### src/rtl/riscv_branch_pkg.sv
// Shared definitions for the branch resolution unit.
//   - funct3 condition codes for conditional branches
//   - FSM state type and encodings (IDLE, FLUSH, REDIR)
package riscv_branch_pkg;

    localparam logic [2:0] BEQ  = 3'b000;
    localparam logic [2:0] BNE  = 3'b001;
    localparam logic [2:0] BLT  = 3'b100;
    localparam logic [2:0] BGE  = 3'b101;
    localparam logic [2:0] BLTU = 3'b110;
    localparam logic [2:0] BGEU = 3'b111;

    typedef logic [1:0] br_state_t;

    localparam br_state_t ST_IDLE  = 2'd0;
    localparam br_state_t ST_FLUSH = 2'd1;
    localparam br_state_t ST_REDIR = 2'd2;

endpackage

### src/rtl/sat_counter.sv
// Saturating up-counter used for the branch statistics.
// Ports:
//   clk    - clock, counts on rising edge
//   rst_n  - asynchronous active-low reset, clears count
//   inc    - add one this cycle (ignored once count is all-ones)
//   count  - current value
module sat_counter #(
    parameter int CntWidth = 16
) (
    input  logic                clk,
    input  logic                rst_n,
    input  logic                inc,
    output logic [CntWidth-1:0] count
);

    localparam logic [CntWidth-1:0] One = {{(CntWidth-1){1'b0}}, 1'b1};

    always_ff @(posedge clk or negedge rst_n) begin
        if (!rst_n) begin
            count <= '0;
        end else if (inc && (count != '1)) begin
            count <= count + One;
        end
    end

endmodule

### src/rtl/branch_resolver.sv
// Branch resolution unit. Accepts one branch/jump per handshake, decides
// taken/not-taken from funct3 and the comparator flags, and on a taken
// branch holds flush for FlushCycles cycles then offers a redirect to fetch.
// Ports:
//   clk, rst_n                 - clock, asynchronous active-low reset
//   br_valid / br_ready        - request handshake (br_ready only in IDLE)
//   br_is_jump, br_funct3      - unconditional flag, condition code
//   br_pc, br_imm              - branch PC and sign-extended offset
//   cmp_eq, cmp_lt_s, cmp_lt_u - operand comparator flags
//   flush                      - kill younger stages
//   redir_valid / redir_ready  - redirect handshake, redir_pc is the target
//   illegal                    - one-cycle pulse on an illegal funct3
//   taken_cnt, ntaken_cnt      - saturating statistics
//   dbg_state                  - current FSM state
//
// Handshakes: a transfer happens on a rising edge where valid and ready are
// both high. The producer holds valid (and its payload) until the transfer;
// ready may change freely and has no effect while valid is low.
module branch_resolver
    import riscv_branch_pkg::*;
#(
    parameter int Width       = 32,
    parameter int FlushCycles = 2,
    parameter int CntWidth    = 16
) (
    input  logic                clk,
    input  logic                rst_n,
    input  logic                br_valid,
    output logic                br_ready,
    input  logic                br_is_jump,
    input  logic [2:0]          br_funct3,
    input  logic [Width-1:0]    br_pc,
    input  logic [Width-1:0]    br_imm,
    input  logic                cmp_eq,
    input  logic                cmp_lt_s,
    input  logic                cmp_lt_u,
    output logic                flush,
    output logic                redir_valid,
    input  logic                redir_ready,
    output logic [Width-1:0]    redir_pc,
    output logic                illegal,
    output logic [CntWidth-1:0] taken_cnt,
    output logic [CntWidth-1:0] ntaken_cnt,
    output br_state_t           dbg_state
);

    localparam int FcW = ($clog2(FlushCycles) > 0) ? $clog2(FlushCycles) : 1;
    localparam logic [FcW-1:0] FcLoad = FcW'(FlushCycles - 1);
    localparam logic [FcW-1:0] FcOne  = FcW'(1);

    br_state_t        state;
    logic [FcW-1:0]   fcnt;
    logic             accept;
    logic             cond_taken;
    logic             is_illegal;
    logic             take;
    logic             ntake;
    logic [Width-1:0] target_sum;
    logic [Width-1:0] target;

    assign br_ready  = (state == ST_IDLE);
    assign accept    = br_valid && br_ready;
    assign dbg_state = state;

    always_comb begin
        cond_taken = 1'b0;
        is_illegal = 1'b0;
        case (br_funct3)
            BEQ:     cond_taken = cmp_eq;
            BNE:     cond_taken = !cmp_eq;
            BLT:     cond_taken = cmp_lt_s;
            BGE:     cond_taken = !cmp_lt_s;
            BLTU:    cond_taken = cmp_lt_u;
            BGEU:    cond_taken = !cmp_lt_u;
            default: is_illegal = 1'b1;
        endcase
        // Jumps ignore funct3 entirely, including the illegal encodings.
        if (br_is_jump) begin
            cond_taken = 1'b1;
            is_illegal = 1'b0;
        end
    end

    assign take  = accept && !is_illegal && cond_taken;
    assign ntake = accept && !is_illegal && !cond_taken;

    // Wraps modulo 2^Width; bit 0 is cleared as JALR requires.
    assign target_sum = br_pc + br_imm;
    assign target     = {target_sum[Width-1:1], 1'b0};

    always_ff @(posedge clk or negedge rst_n) begin
        if (!rst_n) begin
            state       <= ST_IDLE;
            fcnt        <= '0;
            flush       <= 1'b0;
            redir_valid <= 1'b0;
            redir_pc    <= '0;
            illegal     <= 1'b0;
        end else begin
            illegal <= accept && is_illegal;
            case (state)
                ST_IDLE: begin
                    if (take) begin
                        state    <= ST_FLUSH;
                        flush    <= 1'b1;
                        fcnt     <= FcLoad;
                        redir_pc <= target;
                    end
                end
                ST_FLUSH: begin
                    // Last flush cycle hands straight over to the redirect so
                    // flush and redir_valid never overlap.
                    if (fcnt == '0) begin
                        state       <= ST_REDIR;
                        flush       <= 1'b0;
                        redir_valid <= 1'b1;
                    end else begin
                        fcnt <= fcnt - FcOne;
                    end
                end
                ST_REDIR: begin
                    if (redir_ready) begin
                        state       <= ST_IDLE;
                        redir_valid <= 1'b0;
                    end
                end
                default: begin
                    state       <= ST_IDLE;
                    flush       <= 1'b0;
                    redir_valid <= 1'b0;
                end
            endcase
        end
    end

    sat_counter #(.CntWidth(CntWidth)) u_taken_cnt (
        .clk   (clk),
        .rst_n (rst_n),
        .inc   (take),
        .count (taken_cnt)
    );

    sat_counter #(.CntWidth(CntWidth)) u_ntaken_cnt (
        .clk   (clk),
        .rst_n (rst_n),
        .inc   (ntake),
        .count (ntaken_cnt)
    );

endmodule

### config.mk
export PLATFORM = sky130hd
export DESIGN_NAME = branch_resolver
export DESIGN_NICKNAME = d
export VERILOG_FILES = /design/src/rtl/riscv_branch_pkg.sv /design/src/rtl/sat_counter.sv /design/src/rtl/branch_resolver.sv
export SDC_FILE = /design/constraint.sdc
export NUM_CORES = 1
export LEC_CHECK = 0
export BUFFER_PORTS_ARGS = -buffer_cell sky130_fd_sc_hd__buf_2
export CORE_MARGIN = 3
export CORE_UTILIZATION = 52
export DETAILED_ROUTE_END_ITERATION = 16
export PLACE_DENSITY = 0.82
export SLEW_MARGIN = 10
export SYNTH_ARGS = -nofsm -noshare
export SYNTH_HDL_FRONTEND = slang
export SYNTH_SLANG_ARGS = --single-unit
### constraint.sdc
create_clock -name clk -period 3.1 [get_ports clk]
set_input_delay 0.31 -clock clk [delete_from_list [all_inputs] [get_ports clk]]
set_output_delay 0.31 -clock clk [all_outputs]
set_load 0.02 [all_outputs]
# Word-level counts from Yosys, hierarchy flattened
# Cells that the tools add are included.
[totals] register_bits=69 latchBits=0 ramBits=0 mem_bits_ro=0 input_bits=75 wordCells=63 mem_count=0
[classes] add_sub_neg=4 mul=0 div=0 n_lt_le_gt_ge=0 n_eq_ne=12 shift=0 n_mux=16 bitwise_logic=2 reduce_logical=21
[ops] cell="adder 16 x 1 -> 16 bit (second input constant)" n=2
[ops] cell="adder 32 bit" n=1
[ops] cell="!= test 16 bit (second input constant)" n=2
[ops] cell="equality test 3 bit (second input constant)" n=4
[ops] cell="AND reduction 3 bit" n=3
[ops] cell="two-way mux 1 bit" n=8
[ops] cell="logical AND 1 bit" n=7
[ops] cell="two-way mux 2 bit" n=3
[ops] cell="one-hot mux 1 bit (3 select lines)" n=2
[ops] cell="one-hot mux 1 bit (6 select lines)" n=1
[ops] cell="one-hot mux 2 bit (3 select lines)" n=1
[ops] cell="OR reduction 6 bit" n=1
[ops] cell="logical NOT 1 bit" n=5
[ops] cell="!= test 2 bit (second input constant)" n=2
[ops] cell="AND reduction 2 bit" n=2
[ops] cell="equality test 3 x 1 -> 1 bit (second input constant)" n=1
[ops] cell="logical NOT 3 bit" n=1
[ops] cell="equality test 2 x 1 -> 1 bit (second input constant)" n=1
[ops] cell="equality test 2 bit (second input constant)" n=1
[ops] cell="logical NOT 2 bit" n=1
[ops] cell="!= test 2 x 1 -> 1 bit (second input constant)" n=1
[ops] cell="NOT 1 bit" n=2
[ops] cell="one-hot mux 1 bit (2 select lines)" n=1
[ops] cell="nonzero test 2 bit" n=1
[ops] cell="subtractor 1 bit (second input constant)" n=1

# Logic depth before layout (Yosys ltp)
# Gate-level depths: netlist of run 1.
[depth] depth_word=9 mapped_depth=10 ltp_nobuf=10

# By module
# A second synthesis of run 1 with hierarchy kept.
[unflattened] cells_unflattened=530 hier_area_um2=4944.7
[by_module_without_submodules] module="branch_resolver" n_inst=1 cells_each=386 area_each_um2=3225.6 seq_area_each_um2=925.9
[by_module_without_submodules] module="sat_counter" n_inst=2 cells_each=72 area_each_um2=859.6 seq_area_each_um2=400.4

# Least setup slack after synthesis of run 1
# Ideal clock, no wire load.
[synth_timing] path_type="input to register" start="input br_pc[0]" end="register redir_pc[30]" setup_ps=135 arrival_time_ps=2330 required_ps=2965 slack_ps=635 path_stages=10 path_buffers=0 path_cell_list="and2_1 fa_1 a21o_1 a221oi_2 o211ai_1 a41oi_2 o31ai_1 a211oi_1 xor2_1 o21ai_0"
[synth_via] elab_chain_cells=1
[synth_lines] item="start, declared" line_no="branch_resolver.sv:32" rtl="input logic [Width-1:0] br_pc,"
[synth_lines] item="adder 32 bit" line_no="branch_resolver.sv:88" rtl="assign target_sum = br_pc + br_imm;"
[synth_lines] item="end signal, assigned" line_no="branch_resolver.sv:107" rtl="redir_pc <= target;"
[synth_lines] item="end, declared" line_no="branch_resolver.sv:40" rtl="output logic [Width-1:0] redir_pc,"
# No other way between the ends.
# A chain may end at the register's enable or synchronous reset.

# Worst setup path after layout of run 1
# Same ends and word-level chain as after synthesis.

==> flow_summary_export.csv, run 1 <==
group,metric,value,unit
run_status,run_status,"finished clean",
sta,whs,0.104,ns
floorplanning,die-height,99.5,um
floorplanning,start_util,54.6,%
worst_setup_path,start_kind,"primary input",
logic_synthesis,yosys_warnings,0,
global_routing,gr-total-overflow,0,
floorplanning,dieArea,0.00991,sq mm
placed_design,gp_congestion,0.900,
sta,grt_setup_unrepaired,"false",
worst_setup_path,worst-path-max-fanout,3,
logic_synthesis,synth_ff_type,"dfrtp_1",
sta,fin_tns_setup,0,ns
power_and_ir_drop,power_frac_clock,22.5,%
worst_setup_path,rr_endpoint,"u_ntaken_cnt.count[7]",
global_routing,grt_use_total,23.0,%
finish,seqCellArea,0.00173,sq mm
min_path,hp-class,"primary input to asynchronous set/reset pin",
worst_setup_path,r2r_slack,0.80,ns
route,vias,4216,
logic_synthesis,ys_ff_latch,69,
power_and_ir_drop,pwr-share-seq,36.8,%
power_and_ir_drop,leakage,0.00287,uW
floorplanning,coreArea,0.00834,sq mm
cts,cts_max_path_buffers,2,
sta,min_period,2.52,ns
worst_setup_path,critPathKind,"primary input to register",
finish,drive_above_1_share,29.7,%
cts,cts_setup_buffers,0,
route,drt_iter0_markers,148,
logic_synthesis,syn_avg_cell_area,9.19,sq um
power_and_ir_drop,powerDensity,683,mW/mm^2
logic_synthesis,synth_cell_types,64,
finish,fillCellCount,721,
placed_design,portBuffers,143,
sta,relSlewSlack,37.5,%
cts,h-tree-depth,3,
global_routing,antenna_found_initial,0,
route,first_pass_iters,4,
sta,fin_worst_skew,0.0107,ns
finish,mostFrequentLayoutCells,"buf_2, nand2_1, dfrtp_1, xnor2_1, o21ai_0",
logic_synthesis,synth_enable_flop_cells,0,
cts,cts_hold_buffers,0,
sta,worstMarginPinSlew,0.937,ns
worst_setup_path,worstSetupEndpointType,"register",
global_routing,grt_first_pass_wirelength,18800,um
worst_setup_path,r2r_cells,8,
sta,hold_violations,0,
worst_setup_path,required,3.30,ns
logic_synthesis,async_flop_share,100,%
cts,numCtsBuffers,9,
cts,cts_tree,"done",
route,wire_per_inst,15.6,um
finish,syn_to_final_growth,22.9,%
cts,clk_latency,0.35,ns
power_and_ir_drop,pwr-share-comb,40.7,%
worst_setup_path,arrival,2.72,ns
finish,layout_commonest_cell,"buf_2",
power_and_ir_drop,switching_share,41.6,%
worst_setup_path,reg2reg_from,"u_ntaken_cnt.count[4]",
route,drc_errors,0,
global_routing,grt_max_degree,41,
worst_setup_path,crit_start,"br_pc[0]",
logic_synthesis,synth_nets,603,
flow_run,cap_violations,0,
sta,setup_viol,0,
sta,drv_slew,0,
logic_synthesis,ys_seq_area_share,37.9,%
power_and_ir_drop,p_int,2230,uW
placed_design,place_hpwl,8930,um
finish,antenna-diode-count,0,
cts,cts_resized,0,
logic_synthesis,synth_cells,495,
route,vias_per_cell,5.67,
finish,final_nets,742,
power_and_ir_drop,p_switching,1590,uW
power_and_ir_drop,irDropWorstVdd,0.295,mV
cts,clkSinkCount,69,
floorplanning,die-width,99.5,um
sta,fmaxAchievable,0.397,GHz
floorplanning,io_pins,145,
route,ant_nets,0,
finish,multi_input_area,0.00268,sq mm
cts,path_clk_slew,0.09,ns
route,totalWireLength,11600,um
floorplanning,rows,33,
logic_synthesis,syn_area,0.00455,sq mm
global_routing,grt_pass1_vias,4145,
cts,cts_root_buffer,"clkbuf_8",
sta,fin_crit_sh,81.2,%
## metal layers
| metal | wire length (um) | part of all wire (%) | track usage, % | vias up |
|---|---|---|---|---|
| met5 | 0 | 0 | 0 | - |
| met4 | 242 | 2.1 | 8.19 | 0 |
| met3 | 737 | 6.4 | 3.37 | 28 |
| met2 | 5560 | 48 | 39.8 | 167 |
| met1 | 5040 | 44 | 29.4 | 1962 |
| li1 | - | - | - | 2059 |
## per-stage QoR
step                utilization [%]  instance area (sq um)  instances  setup slack [ns]  power, uW
floorplan                         -                   4550        495             0.635       2380
finish                         67.1                   5590        744             0.582       3820
detailed placement             64.3                   5360        728             0.240       2980
global placement               64.3                   5360        728             0.358       2920
global route                   67.1                   5590        744             0.378       4060
CTS                            67.1                   5590        744             0.578       3840
## cell type report
class                      count  share of cell area [%]
inverter                      13                   0.872
clock buffer                  10                    2.46
timing repair buffer         149                    13.8
multi-input combinational    392                    48.0
tap                          105                    2.35
clock inverter                 6                    1.68
sequential                    69                    30.9
## power groups by stage
stage | combinational, uW | clock, uW | sequential [uW]
floorplan | 658 | 0 | 1720
global placement | 1510 | 0 | 1400
detailed placement | 1560 | 0 | 1420
CTS | 1560 | 873 | 1410
global route | 1710 | 913 | 1440
finish | 1550 | 860 | 1400
## sequential cells by signal, summed over array words and instances (netlist names)
signal              flops
dbg_state               2
fcnt                    1
flush                   1
illegal                 1
redir_pc               31
redir_valid             1
u_ntaken_cnt.count     16
u_taken_cnt.count      16
## worst max-delay path, cell delays in order
cell	delay [ns]
buf_2	0.10
and2_1	0.16
fa_1	0.41
a21o_1	0.22
a221oi_2	0.31
o211ai_1	0.18
a41oi_2	0.31
o31ai_1	0.17
a211oi_1	0.28
xor2_1	0.17
o21ai_0	0.09
## cells in the mapped netlist, types with 7 or more instances
| library cell | count | area share, % |
|---|---|---|
| xnor2_1 | 39 | 7.5 |
| nor2_1 | 15 | 1.2 |
| o21ai_0 | 38 | 4.2 |
| dfrtp_1 | 69 | 38 |
| nand4_1 | 14 | 1.9 |
| nor3_1 | 7 | 0.77 |
| and4_1 | 7 | 1.3 |
| clkbuf_1 | 14 | 1.2 |
| inv_1 | 12 | 0.99 |
| nand2_1 | 74 | 6.1 |
| nand3_1 | 14 | 1.5 |
| and3_1 | 10 | 1.4 |
| ha_1 | 32 | 8.8 |
| a21oi_1 | 30 | 3.3 |
| a21o_1 | 15 | 2.5 |
| xor2_1 | 18 | 3.5 |
## worst max path at each step
stage / endpoint / slack [ns] / depth (start not counted)
3_3_place_gp: redir_pc[30] / 0.36 / 11
3_5_place_dp: redir_pc[30] / 0.24 / 11
5_1_grt: redir_pc[30] / 0.38 / 11
4_1_cts: redir_pc[30] / 0.58 / 11
2_1_floorplan: redir_pc[30] / 0.64 / 10
6_report: redir_pc[30] / 0.58 / 11
## cells by family after synthesis
logic type,count (synthesis),share of synthesized area [%]
simple gates,166,18.7
flops,69,37.9
fa+ha+maj,33,9.24
compound gates,132,19.1
other cells,1,0.0824
xor+xnor,58,11.3
buf+inv,34,3.11
mux,2,0.495
Power figures use the tool's default switching activity.
==> inputs of run 2 (changes only) <==
==> constraint.sdc (replaced) <==
create_clock -name clk -period 2.4 [get_ports clk]
set_input_delay 0.24 -clock clk [delete_from_list [all_inputs] [get_ports clk]]
set_output_delay 0.24 -clock clk [all_outputs]
set_load 0.02 [all_outputs]
==> flow_summary_export.csv, run 2 (same netlist as run 1, synthesis figures left out) <==
group,metric,value,unit
sta,relSlewSlack,53.8,%
power_and_ir_drop,p_int,2910,uW
route,drc_errors,0,
floorplanning,dieArea,0.00991,sq mm
worst_setup_path,slowest_stage,"fa_2",
worst_setup_path,crit_end,"redir_pc[18]",
cts,cts_tree,"done",
route,first_pass_iters,5,
worst_setup_path,rr_endpoint,"u_ntaken_cnt.count[10]",
placed_design,place_hpwl,9400,um
route,totalWireLength,11900,um
placed_design,pre_cts_slack,-0.360,ns
finish,antenna-diode-count,0,
power_and_ir_drop,p_switching,2030,uW
worst_setup_path,path_cells,"buf_2 > and2_4 > fa_2 > a21o_1 > a221oi_2 > o211ai_1 > a41oi_2 > buf_4 > nor2_1 > a311o_1 > xnor2_1 > o21ai_1",
global_routing,grt_pass1_vias,4170,
worst_setup_path,r2r_slack,0.16,ns
placed_design,dp.cells,758,
power_and_ir_drop,power,4940,uW
floorplanning,die-height,99.5,um
finish,drive_above_1_share,33.7,%
finish,top_register,"redir_pc",
run_status,run_status,"finished clean",
worst_setup_path,critical-path-max-stage-delay,0.40,ns
min_path,min_path_cells,2,
min_path,hp-class,"primary input to register",
cts,h-tree-depth,3,
route,wire_per_inst,15.3,um
floorplanning,start_util,54.6,%
power_and_ir_drop,irDropWorstVdd,0.311,mV
global_routing,grt_use_total,24.0,%
placed_design,gp_congestion,0.911,
worst_setup_path,critPathKind,"primary input to register",
global_routing,grt_first_pass_wirelength,19500,um
cts,clkSinkCount,69,
global_routing,use_met1,32.1,%
route,vias_per_cell,5.55,
power_and_ir_drop,leakage,0.00303,uW
finish,fin_cells,778,
sta,min_period,2.33,ns
sta,fin_tns_setup,0,ns
global_routing,met3_usage,3.23,%
sta,hold_violations,0,
floorplanning,rows,33,
flow_run,cap_violations,0,
finish,syn_to_final_growth,28.8,%
route,drt_iter0_markers,215,
worst_setup_path,arrival,2.55,ns
sta,fin_worst_skew,0.0100,ns
sta,fmaxAchievable,0.430,GHz
sta,finalWorstSetupSlack,0.0742,ns
finish,mostFrequentLayoutCells,"buf_2, nand2_1, dfrtp_1, xnor2_1",
worst_setup_path,reg2reg_from,"u_ntaken_cnt.count[4]",
cts,cts_root_buffer,"clkbuf_8",
power_and_ir_drop,switching_share,41.1,%
global_routing,busiest_layer,"met2",
cts,clk_latency,0.34,ns
global_routing,grt_max_degree,41,
worst_setup_path,start_kind,"primary input",
global_routing,grtUsageMet2,40.8,%
global_routing,gr-total-overflow,0,
finish,largest_register_ffs,31,
floorplanning,io_pins,145,
worst_setup_path,crit_start,"br_pc[0]",
worst_setup_path,r2r_cells,8,
global_routing,antenna_found_initial,0,
power_and_ir_drop,powerDensity,843,mW/mm^2
route,ant_nets,0,
power_and_ir_drop,pwr-share-seq,37.1,%
sta,fin_crit_sh,96.9,%
sta,worstMarginPinSlew,0.694,ns
placed_design,portBuffers,143,
floorplanning,coreArea,0.00834,sq mm
worst_setup_path,worst-path-max-fanout,3,
sta,drv_slew,0,
power_and_ir_drop,pwr-share-comb,42.1,%
cts,cts_max_path_buffers,2,
floorplanning,die-width,99.5,um
cts,numCtsBuffers,9,
worst_setup_path,required,2.62,ns
finish,final_nets,776,
worst_setup_path,worstSetupEndpointType,"register",
power_and_ir_drop,power_frac_clock,20.8,%
route,vias,4320,
finish,layout_commonest_cell,"buf_2",
cts,path_clk_slew,0.08,ns
sta,setup_viol,0,
finish,largest_registers,"redir_pc (31), u_ntaken_cnt.count (16), u_taken_cnt.count (16)",
-- run 2: cell types whose count changed in the layout (fill, tap and decap cells not counted), sizes merged --
cell	before	now
clkbuf	10	11
buf	149	182
dlygate4sd3	0	1
inv	15	13
clkinv	1	2
-- run 2: what timing repair did --
| item | 4_1_cts | 5_1_grt |
|---|---|---|
| endpoints found under the setup margin | 0 | 5 |
| hold buffers | 1 | 0 |
| endpoints found under the hold margin | 29 | 0 |
| buffers inserted | 0 | 3 |
| gates resized for setup | 0 | 6 |
-- run 2: how the worst min path moves through the flow --
| stage | slack, ns | to | start |
|---|---|---|---|
| floorplan | -0.06 | dbg_state[0] | rst_n |
| detailed placement | 0.32 | u_taken_cnt.count[7] | rst_n |
| global placement | 0.31 | u_taken_cnt.count[8] | rst_n |
| CTS | 0.14 | illegal | br_valid |
| finish | 0.15 | illegal | br_valid |
| global route | 0.16 | illegal | br_valid |
-- run 2: layout make-up --
class / instances / area [sq um]
multi-input combinational: 392 / 2710
fill: 674 / 2480
sequential: 69 / 1730
timing repair buffer: 183 / 1030
clock buffer: 11 / 131
tap: 105 / 131
clock inverter: 5 / 85.1
inverter: 13 / 48.8
-- run 2: per-layer routing --
layer | share of wire, % | vias to the layer above
li1 | - | 2125
met1 | 44 | 2026
met2 | 49 | 152
met3 | 5.6 | 17
met4 | 1.6 | 0
met5 | 0 | -
-- run 2: metrics by stage --
stage,area (sq um),hold slack (ns),util (%)
floorplan,4550,-0.0556,-
global placement,5590,0.307,67.0
detailed placement,5590,0.321,67.0
CTS,5810,0.143,69.7
global route,5860,0.156,70.3
finish,5860,0.149,70.3
-- run 2: critical path: cells and delay by family --
| kind | cells | cell delay, ns |
|---|---|---|
| AOI/OAI and AO/OA | 6 | 1.31 |
| buffers and inverters | 2 | 0.27 |
| xor gates and xnor gates | 1 | 0.16 |
| and+or+nand+nor | 2 | 0.19 |
| adders and majority gates | 1 | 0.40 |
-- run 2: power groups by stage --
stage / Sequential [uW] / Clock (uW) / Combinational, uW
floorplan: 2220 / 0 / 849
global placement: 1830 / 0 / 2010
detailed placement: 1840 / 0 / 2080
CTS: 1830 / 1040 / 2080
global route: 1880 / 1090 / 2290
finish: 1830 / 1030 / 2080
==> inputs of run 3 (changes only) <==
--- a/config.mk
+++ b/config.mk
@@ -5,7 +5,7 @@
 export SDC_FILE = /design/constraint.sdc
 export NUM_CORES = 1
 export LEC_CHECK = 0
-export BUFFER_PORTS_ARGS = -buffer_cell sky130_fd_sc_hd__buf_2
+export BUFFER_PORTS_ARGS = -buffer_cell sky130_fd_sc_hd__clkbuf_2
 export CORE_MARGIN = 3
 export CORE_UTILIZATION = 52
 export DETAILED_ROUTE_END_ITERATION = 16
==> flow_summary_export.csv, run 3 (same netlist as run 1, synthesis figures left out) <==
group,metric,value,unit
placed_design,portBuffers,143,
floorplanning,start_util,54.6,%
finish,largest_register_ffs,31,
finish,fillCellCount,677,
global_routing,gr-total-overflow,0,
cts,cts_root_buffer,"clkbuf_8",
power_and_ir_drop,leakage,0.00299,uW
route,vias_per_cell,5.60,
cts,cts_hold_buffers,0,
route,ant_nets,0,
power_and_ir_drop,power,5000,uW
finish,syn_to_final_growth,27.6,%
route,drt_iter0_markers,195,
finish,largest_registers,"redir_pc (31), u_ntaken_cnt.count (16), u_taken_cnt.count (16)",
global_routing,grtUsageMet2,40.8,%
cts,cts_tree,"done",
placed_design,place_hpwl,9190,um
sta,drv_slew,0,
finish,antenna-diode-count,0,
route,wire_per_inst,15.1,um
global_routing,grt_first_pass_wirelength,19000,um
sta,grt_setup_unrepaired,"false",
route,first_pass_iters,6,
global_routing,grt_max_degree,70,
worst_setup_path,worstSetupEndpointType,"register",
min_path,hp-class,"primary input to asynchronous set/reset pin",
cts,cts_max_path_buffers,2,
route,drc_errors,0,
cts,numCtsBuffers,9,
placed_design,dpl_cell_area,0.00555,sq mm
finish,final_nets,770,
cts,h-tree-depth,3,
finish,drive_above_1_share,33.3,%
worst_setup_path,path_cells,"clkbuf_2 > and2_1 > fa_2 > a21o_1 > a221oi_2 > o211ai_1 > a41oi_2 > nor2_1 > a311o_1 > xnor2_1 > o21ai_1",
global_routing,grt_use_total,23.3,%
cts,clkSinkCount,69,
worst_setup_path,start_kind,"primary input",
sta,fin_worst_skew,0.0152,ns
sta,relSlewSlack,41.5,%
worst_setup_path,required,2.61,ns
worst_setup_path,critical-path-max-stage-delay,0.36,ns
floorplanning,die-width,99.5,um
finish,layout_commonest_cell,"clkbuf_2",
global_routing,busiest_layer,"met2",
sta,hold_violations,0,
run_status,run_status,"finished clean",
cts,path_clk_slew,0.08,ns
sta,min_period,2.26,ns
global_routing,met3_usage,4.28,%
cts,clk_latency,0.34,ns
sta,fin_crit_sh,94.2,%
power_and_ir_drop,irDropWorstVdd,0.457,mV
global_routing,grt_pass1_vias,4171,
route,vias,4327,
sta,setup_viol,0,
finish,mostFrequentLayoutCells,"clkbuf_2, nand2_1, dfrtp_1, xnor2_1, o21ai_0",
floorplanning,die-height,99.5,um
route,totalWireLength,11700,um
floorplanning,coreArea,0.00834,sq mm
worst_setup_path,slowest_stage,"a311o_1",
flow_run,cap_violations,0,
finish,top_register,"redir_pc",
global_routing,use_met1,29.3,%
floorplanning,dieArea,0.00991,sq mm
floorplanning,rows,33,
sta,worstMarginPinSlew,0.877,ns
worst_setup_path,critPathKind,"primary input to register",
worst_setup_path,arrival,2.47,ns
placed_design,gp_congestion,0.925,
sta,fin_tns_setup,0,ns
sta,fmaxAchievable,0.442,GHz
finish,fin_area,0.00581,sq mm
power_and_ir_drop,powerDensity,861,mW/mm^2
floorplanning,io_pins,145,
worst_setup_path,worst-path-max-fanout,3,
global_routing,antenna_found_initial,0,
finish,utilization,69.6,%
[run 3: changes by cell type in the layout (fill, tap and decap cells not counted), sizes merged]
cell         previous run  this run
inv                    13        15
clkinv                  2         1
dlygate4sd3             1         0
clkbuf                 11       152
buf                   182        35
[run 3: per-layer routing]
metal	share of wire, %	routed length (um)
met2	50	5800
met5	0	0
met1	43	4980
met3	6.3	732
met4	1.5	175
[run 3: area by class of cell]
cell class	count	area [sq um]	area share [%]
Multi-Input combinational cell	392	2700	46.5
Timing Repair Buffer	177	971	16.7
Clock buffer	10	138	2.37
Inverter	13	48.8	0.840
Sequential cell	69	1730	29.7
Tap cell	105	131	2.26
Clock inverter	6	93.8	1.62
[run 3: report_power, final]
group          switching (uW)  leakage (uW)  total (uW)  internal [uW]
clock                     468      0.000113        1090            623
combinational            1290       0.00199        2070            783
sequential                313      0.000885        1840           1530
total                    2070       0.00299        5000           2930
[run 3: critical path: cells and delay by family]
| kind | cells | cell delay (ns) |
|---|---|---|
| compound gates | 6 | 1.40 |
| fa+ha+maj | 1 | 0.35 |
| xor+xnor | 1 | 0.15 |
| simple gates | 2 | 0.24 |
| buf+inv | 1 | 0.09 |
[run 3: stage by stage]
stage	hold WS (ns)	setup WS [ns]	std cells
finish	0.0979	0.138	772
global route	0.143	0.0334	772
CTS	0.122	0.0872	771
detailed placement	0.462	-0.276	755
global placement	0.464	-0.215	755
floorplan	-0.0556	0.00546	495
[run 3: path summary, 6_finish.rpt]
path / from / end / slack (ns) / cells after the start
setup / recovery: br_pc[0] / redir_pc[18] / 0.14 / 11
hold / removal: rst_n / u_taken_cnt.count[10] / 0.1 / 2
setup reg to reg: dbg_state[0] / redir_pc[28] / 0.20 / 5
hold reg to reg: flush / flush / 0.47 / 2
max in group asynchronous: rst_n / fcnt / 1.72 / 2
min in group clk: br_valid / illegal / 0.16 / 2
[run 3: timing repair]
item,CTS,global route
resized for setup,0,6
setup endpoints to repair,0,4
endpoints found under the hold margin,0,0
setup buffers,0,1
